File: src/rtl/spi_pkg.sv
// spi_pkg: shared types and default constants for the SPI receive datapath.
package spi_pkg;

   typedef enum logic [1:0] {
      IDLE  = 2'd0,
      SHIFT = 2'd1,
      DONE  = 2'd2
   } spi_state_t;

   localparam int SPI_DATA_W      = 8;
   localparam int SPI_SYNC_STAGES = 2;

endpackage

File: src/rtl/spi_input_conditioner.sv
// spi_input_conditioner: synchronizes one raw asynchronous input, optionally
// debounces it (macro SPI_DEBOUNCE_EN) and produces the conditioned level plus
// a one-cycle rising-edge strobe. Never uses the input as a clock.
module spi_input_conditioner
   import spi_pkg::*;
#(
   parameter int   SYNC_STAGES     = SPI_SYNC_STAGES,
   parameter int   DEBOUNCE_CYCLES = 16,
   parameter logic RESET_VAL       = 1'b1
) (
   input  logic clk,
   input  logic reset,
   input  logic din,
   output logic level,
   output logic rise
);

   // Reject configurations the synchronizer/debouncer cannot support.
   if (SYNC_STAGES < 2 || DEBOUNCE_CYCLES < 1) begin : g_bad_cfg
      $error("spi_input_conditioner: SYNC_STAGES must be >= 2 and DEBOUNCE_CYCLES >= 1");
   end

   logic [SYNC_STAGES-1:0] sync_r;
   logic                   level_s;
   logic                   prev_r;

   // Metastability chain; reset value chosen so no false edge follows reset.
   always_ff @(posedge clk) begin
      if (reset) begin
         sync_r <= {SYNC_STAGES{RESET_VAL}};
      end else begin
         sync_r <= {sync_r[SYNC_STAGES-2:0], din};
      end
   end

`ifdef SPI_DEBOUNCE_EN
   localparam int DB_W = $clog2(DEBOUNCE_CYCLES + 1);

   logic [DB_W-1:0] db_cnt_r;
   logic            db_level_r;

   // Accept a new level only after DEBOUNCE_CYCLES consecutive differing samples.
   always_ff @(posedge clk) begin
      if (reset) begin
         db_cnt_r   <= DB_W'(0);
         db_level_r <= RESET_VAL;
      end else if (sync_r[SYNC_STAGES-1] == db_level_r) begin
         db_cnt_r   <= DB_W'(0);
      end else if (db_cnt_r == DB_W'(DEBOUNCE_CYCLES - 1)) begin
         db_cnt_r   <= DB_W'(0);
         db_level_r <= sync_r[SYNC_STAGES-1];
      end else begin
         db_cnt_r   <= db_cnt_r + DB_W'(1);
      end
   end

   assign level_s = db_level_r;
`else
   assign level_s = sync_r[SYNC_STAGES-1];
`endif

   // Previous-cycle conditioned level for edge detection.
   always_ff @(posedge clk) begin
      if (reset) begin
         prev_r <= RESET_VAL;
      end else begin
         prev_r <= level_s;
      end
   end

   assign level = level_s;
   assign rise  = level_s & ~prev_r;

endmodule

File: src/rtl/spi_rx_controller.sv
// spi_rx_controller: receives MSB-first DATA_W-bit frames from raw button/switch
// SPI signals, all on the system clock. Emits a one-cycle byte_valid strobe per
// completed byte, holds the last byte on display_byte, and flags aborted or
// stalled frames on the sticky frame_err. Optional macro: SPI_DEBOUNCE_EN adds a
// debouncer to the sclk and cs_n paths.
module spi_rx_controller
   import spi_pkg::*;
#(
   parameter int DATA_W          = SPI_DATA_W,
   parameter int SYNC_STAGES     = SPI_SYNC_STAGES,
   parameter int TIMEOUT_CYCLES  = 50_000_000,
   parameter int DEBOUNCE_CYCLES = 16
) (
   input  logic                          clk,
   input  logic                          reset,
   input  logic                          sclk_in,
   input  logic                          mosi_in,
   input  logic                          cs_n_in,
   output logic [DATA_W-1:0]             byte_out,
   output logic                          byte_valid,
   output logic [DATA_W-1:0]             display_byte,
   output logic [$clog2(DATA_W+1)-1:0]   bit_count,
   output logic                          busy,
   output logic                          frame_err
);

   localparam int CNT_W = $clog2(DATA_W + 1);
   localparam int TMO_W = (TIMEOUT_CYCLES > 0) ? $clog2(TIMEOUT_CYCLES + 1) : 1;
   localparam logic [CNT_W-1:0] LAST_BIT = CNT_W'(DATA_W - 1);
   localparam logic [CNT_W-1:0] FULL_CNT = CNT_W'(DATA_W);

   // Conditioned inputs
   logic sclk_rise_s, sclk_level_s;
   logic cs_n_level_s, cs_n_rise_s;
   logic [SYNC_STAGES-1:0] mosi_sync_r;
   logic mosi_s;
   logic unused_ok_s;

   // FSM and datapath
   spi_state_t        state_r, state_nxt_s;
   logic [DATA_W-1:0] shift_r, shift_nxt_s, shifted_s;
   logic [CNT_W-1:0]  cnt_r, cnt_nxt_s;
   logic [TMO_W-1:0]  tmo_r, tmo_nxt_s;
   logic [DATA_W-1:0] disp_r, disp_nxt_s;
   logic              valid_r, valid_nxt_s;
   logic              err_r, err_nxt_s;
   logic              busy_r;
   logic              cs_low_s, final_edge_s, tmo_hit_s;

   spi_input_conditioner #(
      .SYNC_STAGES     (SYNC_STAGES),
      .DEBOUNCE_CYCLES (DEBOUNCE_CYCLES),
      .RESET_VAL       (1'b1)
   ) u_sclk_cond (
      .clk   (clk),
      .reset (reset),
      .din   (sclk_in),
      .level (sclk_level_s),
      .rise  (sclk_rise_s)
   );

   spi_input_conditioner #(
      .SYNC_STAGES     (SYNC_STAGES),
      .DEBOUNCE_CYCLES (DEBOUNCE_CYCLES),
      .RESET_VAL       (1'b1)
   ) u_cs_n_cond (
      .clk   (clk),
      .reset (reset),
      .din   (cs_n_in),
      .level (cs_n_level_s),
      .rise  (cs_n_rise_s)
   );

   // The sclk level and cs_n deassert edge are not needed by the sequencer.
   assign unused_ok_s = &{1'b0, sclk_level_s, cs_n_rise_s};

   // Data line: synchronizer only, sampled when an sclk edge is accepted.
   always_ff @(posedge clk) begin
      if (reset) begin
         mosi_sync_r <= {SYNC_STAGES{1'b0}};
      end else begin
         mosi_sync_r <= {mosi_sync_r[SYNC_STAGES-2:0], mosi_in};
      end
   end

   assign mosi_s       = mosi_sync_r[SYNC_STAGES-1];
   assign cs_low_s     = ~cs_n_level_s;
   assign shifted_s    = {shift_r[DATA_W-2:0], mosi_s};
   assign final_edge_s = sclk_rise_s && (cnt_r == LAST_BIT);
   assign tmo_hit_s    = (TIMEOUT_CYCLES != 0) && (cnt_r != CNT_W'(0)) &&
                         (tmo_r == TMO_W'(TIMEOUT_CYCLES));

   // State and datapath registers; outputs are all driven from these.
   always_ff @(posedge clk) begin
      if (reset) begin
         state_r <= IDLE;
         shift_r <= {DATA_W{1'b0}};
         cnt_r   <= CNT_W'(0);
         tmo_r   <= TMO_W'(0);
         disp_r  <= {DATA_W{1'b0}};
         valid_r <= 1'b0;
         err_r   <= 1'b0;
         busy_r  <= 1'b0;
      end else begin
         state_r <= state_nxt_s;
         shift_r <= shift_nxt_s;
         cnt_r   <= cnt_nxt_s;
         tmo_r   <= tmo_nxt_s;
         disp_r  <= disp_nxt_s;
         valid_r <= valid_nxt_s;
         err_r   <= err_nxt_s;
         busy_r  <= (state_nxt_s != IDLE);
      end
   end

   // Next-state logic: a final-bit edge wins over a simultaneous cs_n deassert.
   always_comb begin
      state_nxt_s = state_r;
      case (state_r)
         IDLE: begin
            if (cs_low_s) state_nxt_s = SHIFT;
            else          state_nxt_s = IDLE;
         end
         SHIFT: begin
            if (final_edge_s)   state_nxt_s = DONE;
            else if (!cs_low_s) state_nxt_s = IDLE;
            else if (tmo_hit_s) state_nxt_s = IDLE;
            else                state_nxt_s = SHIFT;
         end
         DONE: begin
            if (cs_low_s) state_nxt_s = SHIFT;
            else          state_nxt_s = IDLE;
         end
         default: state_nxt_s = IDLE;
      endcase
   end

   // Datapath/output next values: shifting, counting, error and byte hand-off.
   always_comb begin
      shift_nxt_s = shift_r;
      cnt_nxt_s   = cnt_r;
      tmo_nxt_s   = TMO_W'(0);
      disp_nxt_s  = disp_r;
      valid_nxt_s = 1'b0;
      err_nxt_s   = err_r;
      case (state_r)
         IDLE: begin
            cnt_nxt_s = CNT_W'(0);
         end
         SHIFT: begin
            if (final_edge_s) begin
               shift_nxt_s = shifted_s;
               cnt_nxt_s   = FULL_CNT;
               valid_nxt_s = 1'b1;
               disp_nxt_s  = shifted_s;
               err_nxt_s   = 1'b0;
            end else if (!cs_low_s) begin
               shift_nxt_s = {DATA_W{1'b0}};
               cnt_nxt_s   = CNT_W'(0);
               if (cnt_r != CNT_W'(0)) err_nxt_s = 1'b1;
               else                    err_nxt_s = err_r;
            end else if (tmo_hit_s) begin
               shift_nxt_s = {DATA_W{1'b0}};
               cnt_nxt_s   = CNT_W'(0);
               err_nxt_s   = 1'b1;
            end else if (sclk_rise_s) begin
               shift_nxt_s = shifted_s;
               cnt_nxt_s   = cnt_r + CNT_W'(1);
            end else begin
               if ((TIMEOUT_CYCLES != 0) && (cnt_r != CNT_W'(0))) tmo_nxt_s = tmo_r + TMO_W'(1);
               else                                               tmo_nxt_s = TMO_W'(0);
            end
         end
         DONE: begin
            // An edge during DONE is the first bit of the next back-to-back byte.
            if (sclk_rise_s && cs_low_s) begin
               shift_nxt_s = shifted_s;
               cnt_nxt_s   = CNT_W'(1);
            end else begin
               cnt_nxt_s   = CNT_W'(0);
            end
         end
         default: begin
            shift_nxt_s = {DATA_W{1'b0}};
            cnt_nxt_s   = CNT_W'(0);
         end
      endcase
   end

   assign byte_out     = shift_r;
   assign byte_valid   = valid_r;
   assign display_byte = disp_r;
   assign bit_count    = cnt_r;
   assign busy         = busy_r;
   assign frame_err    = err_r;

endmodule

File: config.mk
export PLATFORM = sky130hd
export DESIGN_NAME = spi_rx_controller
export DESIGN_NICKNAME = d
export VERILOG_FILES = /design/src/rtl/spi_pkg.sv /design/src/rtl/spi_input_conditioner.sv /design/src/rtl/spi_rx_controller.sv
export SDC_FILE = /design/constraint.sdc
export NUM_CORES = 1
export LEC_CHECK = 0
export ABC_CLOCK_PERIOD_IN_PS = 2700
export BUFFER_PORTS_ARGS = -buffer_cell sky130_fd_sc_hd__buf_2
export CORE_ASPECT_RATIO = 1.25
export CORE_UTILIZATION = 48
export CTS_CLUSTER_DIAMETER = 150
export DETAILED_ROUTE_END_ITERATION = 16
export GPL_ROUTABILITY_DRIVEN = 1
export PLACE_DENSITY = 0.67
export SETUP_SLACK_MARGIN = 0.3
export SYNTH_ARGS = -nofsm -noshare
export SYNTH_HDL_FRONTEND = slang
export SYNTH_SLANG_ARGS = --single-unit
File: constraint.sdc
create_clock -name clk -period 2.7 [get_ports clk]
set_input_delay 0.54 -clock clk [delete_from_list [all_inputs] [get_ports clk]]
set_output_delay 0.54 -clock clk [all_outputs]
set_load 0.03 [all_outputs]
Word level (Yosys, flattened, before mapping):

Index checks and enable logic that the tools add are counted.

* input port bits: 5
* register bits: 58
* output and inout bits: 23
* word-level logic and storage cells: 62

* reductions and logical operators: 13
* equality and inequality tests: 7
* bitwise gates (word level): 6
* mux-type cells: 22
* add/sub/neg operators: 2

Operators by type and width (count)
* 8-bit two-way mux: 5
* 26-bit by 1-bit adder with 26-bit output, second input constant: 1
* 26-bit == test, second input constant: 1
* 8-bit case mux with 3 select lines: 1
* 4-bit two-way mux: 4
* 1-bit two-way mux: 9
* 4-bit case mux with 2 select lines: 1
* 7-bit OR reduction: 1
* 3-bit AND reduction: 2
* 5-bit by 4-bit inequality test with 1-bit output, second input constant: 1
* 1-bit NOT: 5
* 4-bit by 1-bit adder with 4-bit output, second input constant: 1
* 4-bit by 3-bit == test with 1-bit output, second input constant: 1
* 2-bit case mux with 2 select lines: 1
* 4-bit nonzero test: 1
* 2-bit OR reduction: 2
* 1-bit logical AND: 3
* 3-bit inequality test, second input constant: 1
* 3-bit nonzero test: 1
* 2-bit by 1-bit == test with 1-bit output, second input constant: 1
* 2-bit == test, second input constant: 1
* 2-bit zero test: 1
* 2-bit two-way mux: 1
* 2-bit inequality test, second input constant: 1
* 3 further kinds: 3

Longest topological paths before layout:

Gate-level depths: netlist of run 1.

* word-level depth: 7
* gate-level depth with buffers: 9
* mapped depth without buffers: 7

By module:

Synthesis of run 1 repeated with hierarchy kept, for this count alone.

* cells, all modules: 280
* area, all modules: 2706.3 um^2

By module, submodules not included
* spi_rx_controller: cells each 266, area an instance 2536.2 um^2, times used 1, seq. area each 1061.0 um^2
* spi_input_conditioner: cells each 7, area an instance 85.1 um^2, times used 2, seq. area each 60.1 um^2

Least setup slack after synthesis of run 1:

OpenSTA, ideal clock, no wires.

* kind: reg-to-reg
* from: reg cnt_r[0] (netlist: bit_count[0])
* to: reg tmo_r[12]
* period minus slack after synthesis: 2061 ps
* buffers on the path: 2
* setup time: 64 ps
* data required time: 2636 ps
* stages on the path, launching flop included: 10
* data arrival time: 1997 ps
* slack: 639 ps
* path through: dfxtp_1 inv_1 ha_1 or3b_1 buf_2 and4_4 a21boi_4 nand4_4 buf_6 nor2_1

* longest elaborated chain between the ends: 3
* elaborated cells between the ends (all ways): 6
* those cells by class: eq/ne: 1; bitwise: 1; reduce/logical: 4

RTL lines
* start: declaration: line spi_rx_controller.sv:42 `logic [CNT_W-1:0] cnt_r, cnt_nxt_s;`
* start signal: assignment: line spi_rx_controller.sv:107 `cnt_r <= cnt_nxt_s;`
* 4-bit by 3-bit == test with 1-bit output / 4-bit nonzero test (equally long branches): line spi_rx_controller.sv:89, spi_rx_controller.sv:90, spi_rx_controller.sv:170
* 1-bit logical AND (tied with other cells): line spi_rx_controller.sv:89 `assign final_edge_s = sclk_rise_s && (cnt_r == LAST_BIT);`
* 7-bit OR reduction (no line) *
* end signal: assignment: line spi_rx_controller.sv:108 `tmo_r <= tmo_nxt_s;`
* end: declaration: line spi_rx_controller.sv:43 `logic [TMO_W-1:0] tmo_r, tmo_nxt_s;`

Every way passes the cells marked *; elsewhere a longest branch is shown, timed or not.
A chain may end at the register's enable or synchronous reset.

Worst setup path in the final report of run 1:

* from: reg cnt_r[0] (netlist: bit_count[0])
* to: reg shift_r[4] (netlist: byte_out[4])

* longest elaborated chain between the ends: 6
* elaborated cells between the ends (all ways): 10
* those cells by class: eq/ne: 2; mux: 4; reduce/logical: 4

RTL lines
* 4-bit nonzero test: line spi_rx_controller.sv:90 `assign tmo_hit_s = (TIMEOUT_CYCLES != 0) && (cnt_r != CNT_W'(0)) &&`
* 1-bit logical AND: line spi_rx_controller.sv:90
* 8-bit two-way mux: line spi_rx_controller.sv:162 `end else if (tmo_hit_s) begin`
* 8-bit two-way mux: line spi_rx_controller.sv:157 `end else if (!cs_low_s) begin`
* 8-bit two-way mux: line spi_rx_controller.sv:151 `if (final_edge_s) begin`
* 8-bit case mux with 3 select lines: line spi_rx_controller.sv:146 `case (state_r)`
* end signal: assignment: line spi_rx_controller.sv:97 `shift_r <= {DATA_W{1'b0}};`
* end signal: assignment: line spi_rx_controller.sv:106 `shift_r <= shift_nxt_s;`
* end: declaration: line spi_rx_controller.sv:41 `logic [DATA_W-1:0] shift_r, shift_nxt_s, shifted_s;`

Several ways; a longest one is shown, not always the timed one.

==> flow_summary.json, run 1 <==
{
  "hp-start": "cs_n_in",
  "ys_seq_area_frac": 0.4483,
  "synth_seq_cells": 58,
  "num-nets-final": 335,
  "path_cells": "inv_1 -> ha_1 -> or3b_1 -> and4_4 -> a21boi_4 -> nor2_1 -> o32ai_1",
  "final.period_utilization": 0.8285,
  "arrival_ns": 2.49,
  "vias": 2099,
  "slowest_delay_ns": 0.50,
  "ant_nets": 0,
  "drt_iter0_markers": 88,
  "setup_viol": 0,
  "max_cap_viol_count": 0,
  "crit_type": "register to register",
  "critPathTopFamily": "simple AND/OR/NAND/NOR gates",
  "hp-class": "input pin to register",
  "placedCellCount": 369,
  "power_density_nw_per_um2": 559.3,
  "stdcell_area_sq_um": 3015,
  "place_area_sq_um": 2756,
  "gr-total-overflow": 0,
  "skew_ns": 0.005745,
  "hold_viol_final": 0,
  "status": "complete, no violations",
  "initial_core_util": 0.5027,
  "r2r_start": "bit_count[0]",
  "startpoint": "bit_count[0]",
  "placementRows": 29,
  "htreeDepth": 3,
  "final_util": 0.5852,
  "clk_latency_ns": 0.34,
  "dp_hpwl_um": 3699,
  "first_pass_iters": 4,
  "reg2reg_setup_slack_ns": 0.46,
  "wl_per_cell_um": 13.70,
  "ir_drop_mv": 0.3391,
  "grt_pass1_wl_um": 8742,
  "end_kind": "register",
  "async_flop_share": 0,
  "synth_cell_type_count": 44,
  "hold_depth": 2,
  "cp_max_fo": 10,
  "r2r-end": "byte_out[4]",
  "final_layout_size_suffix_gt1_frac": 0.1896,
  "ys_warn_count": 0,
  "drcViolationCount": 0,
  "die_w_um": 67.70,
  "worstPathRequired_ns": 2.95,
  "synthToLayoutAreaGrowth_pct": 16.43,
  "slowest_stage": "or3b_1",
  "grtUsageTotal": 0.2074,
  "max_slew.worst_pin.slew_ns": 0.4708,
  "cts.sinks": 58,
  "netlist_area_sq_um": 2590,
  "clockBufferDepth": 2,
  "p_leak_nw": 1.087,
  "antenna_found_initial": 0,
  "die_h_um": 84.13,
  "core_sq_um": 5152,
  "stdcell_count": 389,
  "finalSetupTns_ns": 0,
  "boundaryPins": 28,
  "start_kind": "register",
  "synth_fp_nets": 302,
  "grt_max_degree": 27,
  "cts_tree": "built",
  "reg2reg_depth": 7,
  "hold_end": "u_cs_n_cond.sync_r[0]",
  "max-slew-margin-rel": 0.6852,
  "fmax_ghz": 0.4470,
  "cts.reportedPaths.clkPinSlew_ns": 0.07,
  "die_area_sq_um": 5695,
  "report.final.slew_viol_count": 0,
  "syn_inst": 289,
  "gp_congestion": 0.8446,
  "grt_pass1_vias": 1959,
  "synth_edf_count": 0,
  "cts_root_buf": "clkbuf_8",
  "holdWs_ns": 0.3804,
  "min_period_ns": 2.237,
  "viasPerCell": 5.396,
  "cp_num_buf_inv": 1,
  "avgSynthCellArea_sq_um": 8.962,
  "portBuffers": 27,
  "totalWireLength_um": 5331,
  "numCtsBuffers": 9,
  "grt_setup_unrepaired": "yes",
  "ys.flop_type": "dfxtp_1",
  "n_antenna_cell": 0,
  "num-fill-cells": 500
}
-- logic make-up after synthesis --
| group | synth area share |
|---|---|
| compound gates | 0.09903 |
| xor+xnor | 0.08792 |
| fa+ha+maj | 0.03865 |
| buf+inv | 0.04686 |
| flops | 0.4483 |
| simple gates | 0.2792 |
-- how the worst max path moves through the flow --
stage / cells past startpoint / to
4_1_cts: 7 / tmo_r[17]
3_3_place_gp: 7 / tmo_r[17]
2_1_floorplan: 9 / tmo_r[12]
6_report: 7 / byte_out[4]
5_1_grt: 7 / byte_out[2]
3_5_place_dp: 7 / tmo_r[17]
-- layer usage --
| layer | vias to the layer above | wire (um) | track usage |
|---|---|---|---|
| li1 | 1065 | - | - |
| met1 | 988 | 2304 | 0.2259 |
| met2 | 33 | 2738 | 0.3456 |
| met3 | 13 | 148 | 0.05055 |
| met4 | 0 | 139 | 0.1315 |
| met5 | - | 0 | 0 |
-- cell usage after synthesis, drive strengths merged (2+ instances only) --
| master | count | area, sq um |
|---|---|---|
| o32ai | 4 | 35.03 |
| ha | 8 | 100.1 |
| xnor2 | 9 | 78.83 |
| nor2b | 4 | 25.02 |
| or3b | 2 | 17.52 |
| a21oi | 10 | 53.80 |
| and4 | 8 | 73.82 |
| o31ai | 3 | 22.52 |
| o22ai | 5 | 31.28 |
| and3 | 4 | 25.02 |
| o211ai | 5 | 42.54 |
| xor2 | 17 | 148.9 |
| dfxtp | 58 | 1161 |
| inv | 18 | 67.56 |
| buf | 3 | 27.52 |
| or3 | 2 | 12.51 |
| clkbuf | 7 | 26.28 |
| nor2 | 49 | 183.9 |
| nor4b | 6 | 52.55 |
| nor3 | 6 | 30.03 |
| nand4 | 12 | 90.09 |
| nand2b | 2 | 12.51 |
| and2 | 3 | 18.77 |
| or2 | 5 | 31.28 |
| nand3 | 10 | 50.05 |
| nand2 | 18 | 67.56 |
-- cells in the final DEF, fill, tap and decap left out, types with 10 or more instances in the layout --
cell     Yosys  final
dfxtp_1     58     58
nor2_1      49     49
buf_2        1     27
inv_1       18     18
nand2_1     18     18
xor2_1      17     17
nand4_1     11     11
nand3_1     10     10
-- timing repair --
| item | CTS | global route |
|---|---|---|
| setup endpoints to repair | 0 | 19 |
| hold buffers | 0 | 0 |
| resized for setup | 0 | 1 |
| buffers inserted | 0 | 3 |
-- state kept, by name, indices dropped and copies added, names as in the netlist --
| name | count |
|---|---|
| tmo_r | 26 |
| busy | 1 |
| u_sclk_cond.sync_r | 2 |
| display_byte | 8 |
| frame_err | 1 |
| u_sclk_cond.prev_r | 1 |
| mosi_sync_r | 2 |
| byte_valid | 1 |
| state_r | 2 |
| byte_out | 8 |
| u_cs_n_cond.sync_r | 2 |
| bit_count | 4 |
-- cell type report --
type / instances / area [sq um] / share of cell area
clock buffers: 9 / 123.9 / 0.04108
clock inverters: 7 / 78.83 / 0.02614
inverters: 18 / 67.56 / 0.02241
multi-input cells: 204 / 1329 / 0.4407
flip-flops and latches: 58 / 1161 / 0.3851
well taps: 62 / 77.57 / 0.02573
repair buffers: 31 / 177.7 / 0.05892
-- power by group --
part	switching, mW	internal [mW]	total, mW	leakage (nW)
sequential	0.00354	0.861	0.864	0.469
clock	0.363	0.431	0.794	0.0921
combinational	0.0189	0.00941	0.0283	0.526
total	0.386	1.30	1.69	1.09
-- per-stage QoR --
stage	power [mW]	setup slack, ns
floorplan	0.9014	0.6390
global placement	0.9103	0.4076
detailed placement	0.9109	0.3465
CTS	1.711	0.3244
global route	1.753	0.2811
finish	1.687	0.4630
Power figures use the tool's default switching activity.
==> inputs of run 2 (changes only) <==
Settings changed: ABC_AREA from default to 1, ABC_CLOCK_PERIOD_IN_PS 2700 to 2000, PLACE_DENSITY 0.67 to 0.69.
Clock period 2.7 ns to 2 ns, I/O delays scaled along.
==> flow_summary.json, run 2 <==
{
  "place_area_sq_um": 3077,
  "final.period_utilization": 0.8462,
  "max_slew.worst_pin.slew_ns": 0.3788,
  "grtUsageTotal": 0.2089,
  "yosysTopAreaCell": "dfxtp_1",
  "num-nets-final": 441,
  "crit_type": "register to register",
  "yosysTopAreaCellShare": 0.4081,
  "core_sq_um": 5741,
  "placementRows": 31,
  "finalSetupTns_ns": 0,
  "netlist_area_sq_um": 2845,
  "reg2reg_depth": 8,
  "max_cap_viol_count": 0,
  "skew_ns": 0.007348,
  "die_w_um": 70.86,
  "synth_fp_nets": 391,
  "setup_viol": 0,
  "vias": 2591,
  "htreeDepth": 3,
  "power_density_nw_per_um2": 707.2,
  "initial_core_util": 0.4956,
  "yosysMostFrequentCell": "nand2_1",
  "regMostFlops": "tmo_r",
  "synth_cell_type_count": 40,
  "drcViolationCount": 0,
  "gr-total-overflow": 0,
  "cp_max_fo": 4,
  "max-slew-margin-rel": 0.7451,
  "final_layout_size_suffix_gt1_frac": 0.2841,
  "synth_edf_count": 0,
  "start_kind": "register",
  "fmax_ghz": 0.5909,
  "grt_pass1_wl_um": 10140,
  "grt_setup_unrepaired": "yes",
  "totalWireLength_um": 6404,
  "r2r-end": "tmo_r[21]",
  "n_antenna_cell": 0,
  "reg2reg_setup_slack_ns": 0.31,
  "dpl_worst_slack_ns": 0.1378,
  "r2r_start": "tmo_r[0]",
  "gp_congestion": 0.8828,
  "grt_pass1_vias": 2415,
  "cts.reportedPaths.clkPinSlew_ns": 0.07,
  "yosys-top-cells-count": "62 x nand2_1, 58 x dfxtp_1, 51 x nor2_1",
  "hold_end": "u_sclk_cond.sync_r[0]",
  "viasPerCell": 5.192,
  "cts_root_buf": "clkbuf_8",
  "slowest_stage": "dfxtp_4",
  "numCtsBuffers": 9,
  "ys_top_cells_by_area": "dfxtp_1 41%, nand2_1 8.2%, nor2_1 6.7%",
  "portBuffers": 27,
  "dp_hpwl_um": 4469,
  "first_pass_iters": 4,
  "stdcell_area_sq_um": 3555,
  "boundaryPins": 28,
  "syn_inst": 378,
  "final_cell_mix": "57 x nand2_1, 54 x dfxtp_1, 50 x nor2_1",
  "min_period_ns": 1.692,
  "ys_seq_area_frac": 0.4081,
  "worstPathRequired_ns": 2.27,
  "ys_warn_count": 0,
  "antenna_found_initial": 0,
  "largest_reg_flops": 26,
  "arrival_ns": 1.96,
  "path_cells": "inv_4 -> buf_4 -> nor3_4 -> nand2_1 -> nor2_1 -> nand4_1 -> or2_1 -> a21oi_1",
  "async_flop_share": 0,
  "holdBufCountCts": 0,
  "cts.sinks": 58,
  "die_area_sq_um": 6241,
  "hold_viol_final": 0,
  "ys.flop_type": "dfxtp_1",
  "clockBufferDepth": 2,
  "hp-start": "sclk_in",
  "status": "complete, no violations",
  "synth_seq_cells": 58,
  "slowest_delay_ns": 0.38,
  "avgSynthCellArea_sq_um": 7.527,
  "report.final.slew_viol_count": 0,
  "die_h_um": 88.08,
  "end_kind": "register",
  "cts_tree": "built",
  "ir_drop_mv": 0.5851,
  "drt_iter0_markers": 124,
  "hp-class": "input pin to register",
  "wl_per_cell_um": 12.83,
  "p_leak_nw": 1.356,
  "clk_latency_ns": 0.34,
  "grt_max_degree": 27,
  "setup_ws_ns": 0.3076,
  "synthToLayoutAreaGrowth_pct": 24.93,
  "holdWs_ns": 0.2428,
  "layout_commonest_cell": "nand2_1",
  "hold_depth": 2,
  "ant_nets": 0
}
[run 2: worst max-delay path by stage]
| stage | from | endpoint | slack, ns | cells past startpoint |
|---|---|---|---|---|
| finish | tmo_r[0] | tmo_r[21] | 0.31 | 8 |
| global route | tmo_r[5] | tmo_r[18] | 0.22 | 10 |
| CTS | tmo_r[0] | tmo_r[13] | 0.30 | 10 |
| detailed placement | tmo_r[0] | byte_out[3] | 0.14 | 11 |
| global placement | tmo_r[0] | byte_out[7] | 0.20 | 11 |
| floorplan | bit_count[0] | byte_out[7] | 0.33 | 10 |
[run 2: repair_timing]
action,in CTS,in global routing
pin swaps,2,13
gates cloned,0,1
buffers inserted,1,11
setup endpoints to repair,37,48
gates resized for setup,8,34
[run 2: report_power, final]
group	leakage, nW	internal [mW]	switching, mW
Sequential	0.472	1.16	0.00324
Combinational	0.765	0.0174	0.0351
Clock	0.120	0.821	0.478
Total	1.36	2.00	0.517
[run 2: layer usage]
layer	track usage	vias to the layer above	part of all wire
li1	-	1334	-
met2	0.4126	39	0.55
met4	0.09818	0	0.021
met5	0	-	0
met1	0.2130	1206	0.40
met3	0.03452	12	0.026
[run 2: cell type report]
class	instances	area [sq um]
Fill cell	504	2186
Multi-Input combinational cell	259	1564
Sequential cell	58	1174
Timing Repair Buffer	46	281.5
Inverter	53	211.5
Clock buffer	10	127.6
Clock inverter	6	105.1
Tap cell	66	82.58
Timing Repair inverter	1	8.758
[run 2: cell families after synthesis]
group | count (synthesis) | share of synthesized area
compound gates | 43 | 0.08839
buf+inv | 61 | 0.08486
fa+ha+maj | 8 | 0.03518
xor+xnor | 7 | 0.02155
simple gates | 201 | 0.3619
flops | 58 | 0.4081
[run 2: metrics by stage]
stage | power, mW | cells | utilization
floorplan | 1.223 | 378 | -
global placement | 1.237 | 470 | 0.5360
detailed placement | 1.237 | 470 | 0.5360
CTS | 2.525 | 487 | 0.5841
global route | 2.578 | 499 | 0.6192
finish | 2.514 | 499 | 0.6192
[run 2: worst max-delay path, delay by kind of cell, from the launching register on]
kind	cells	cell delay, ns
buffers and inverters	2	0.18
AO/OA/AOI/OAI	1	0.11
flip-flops	1	0.38
AND/OR/NAND/NOR	5	0.96
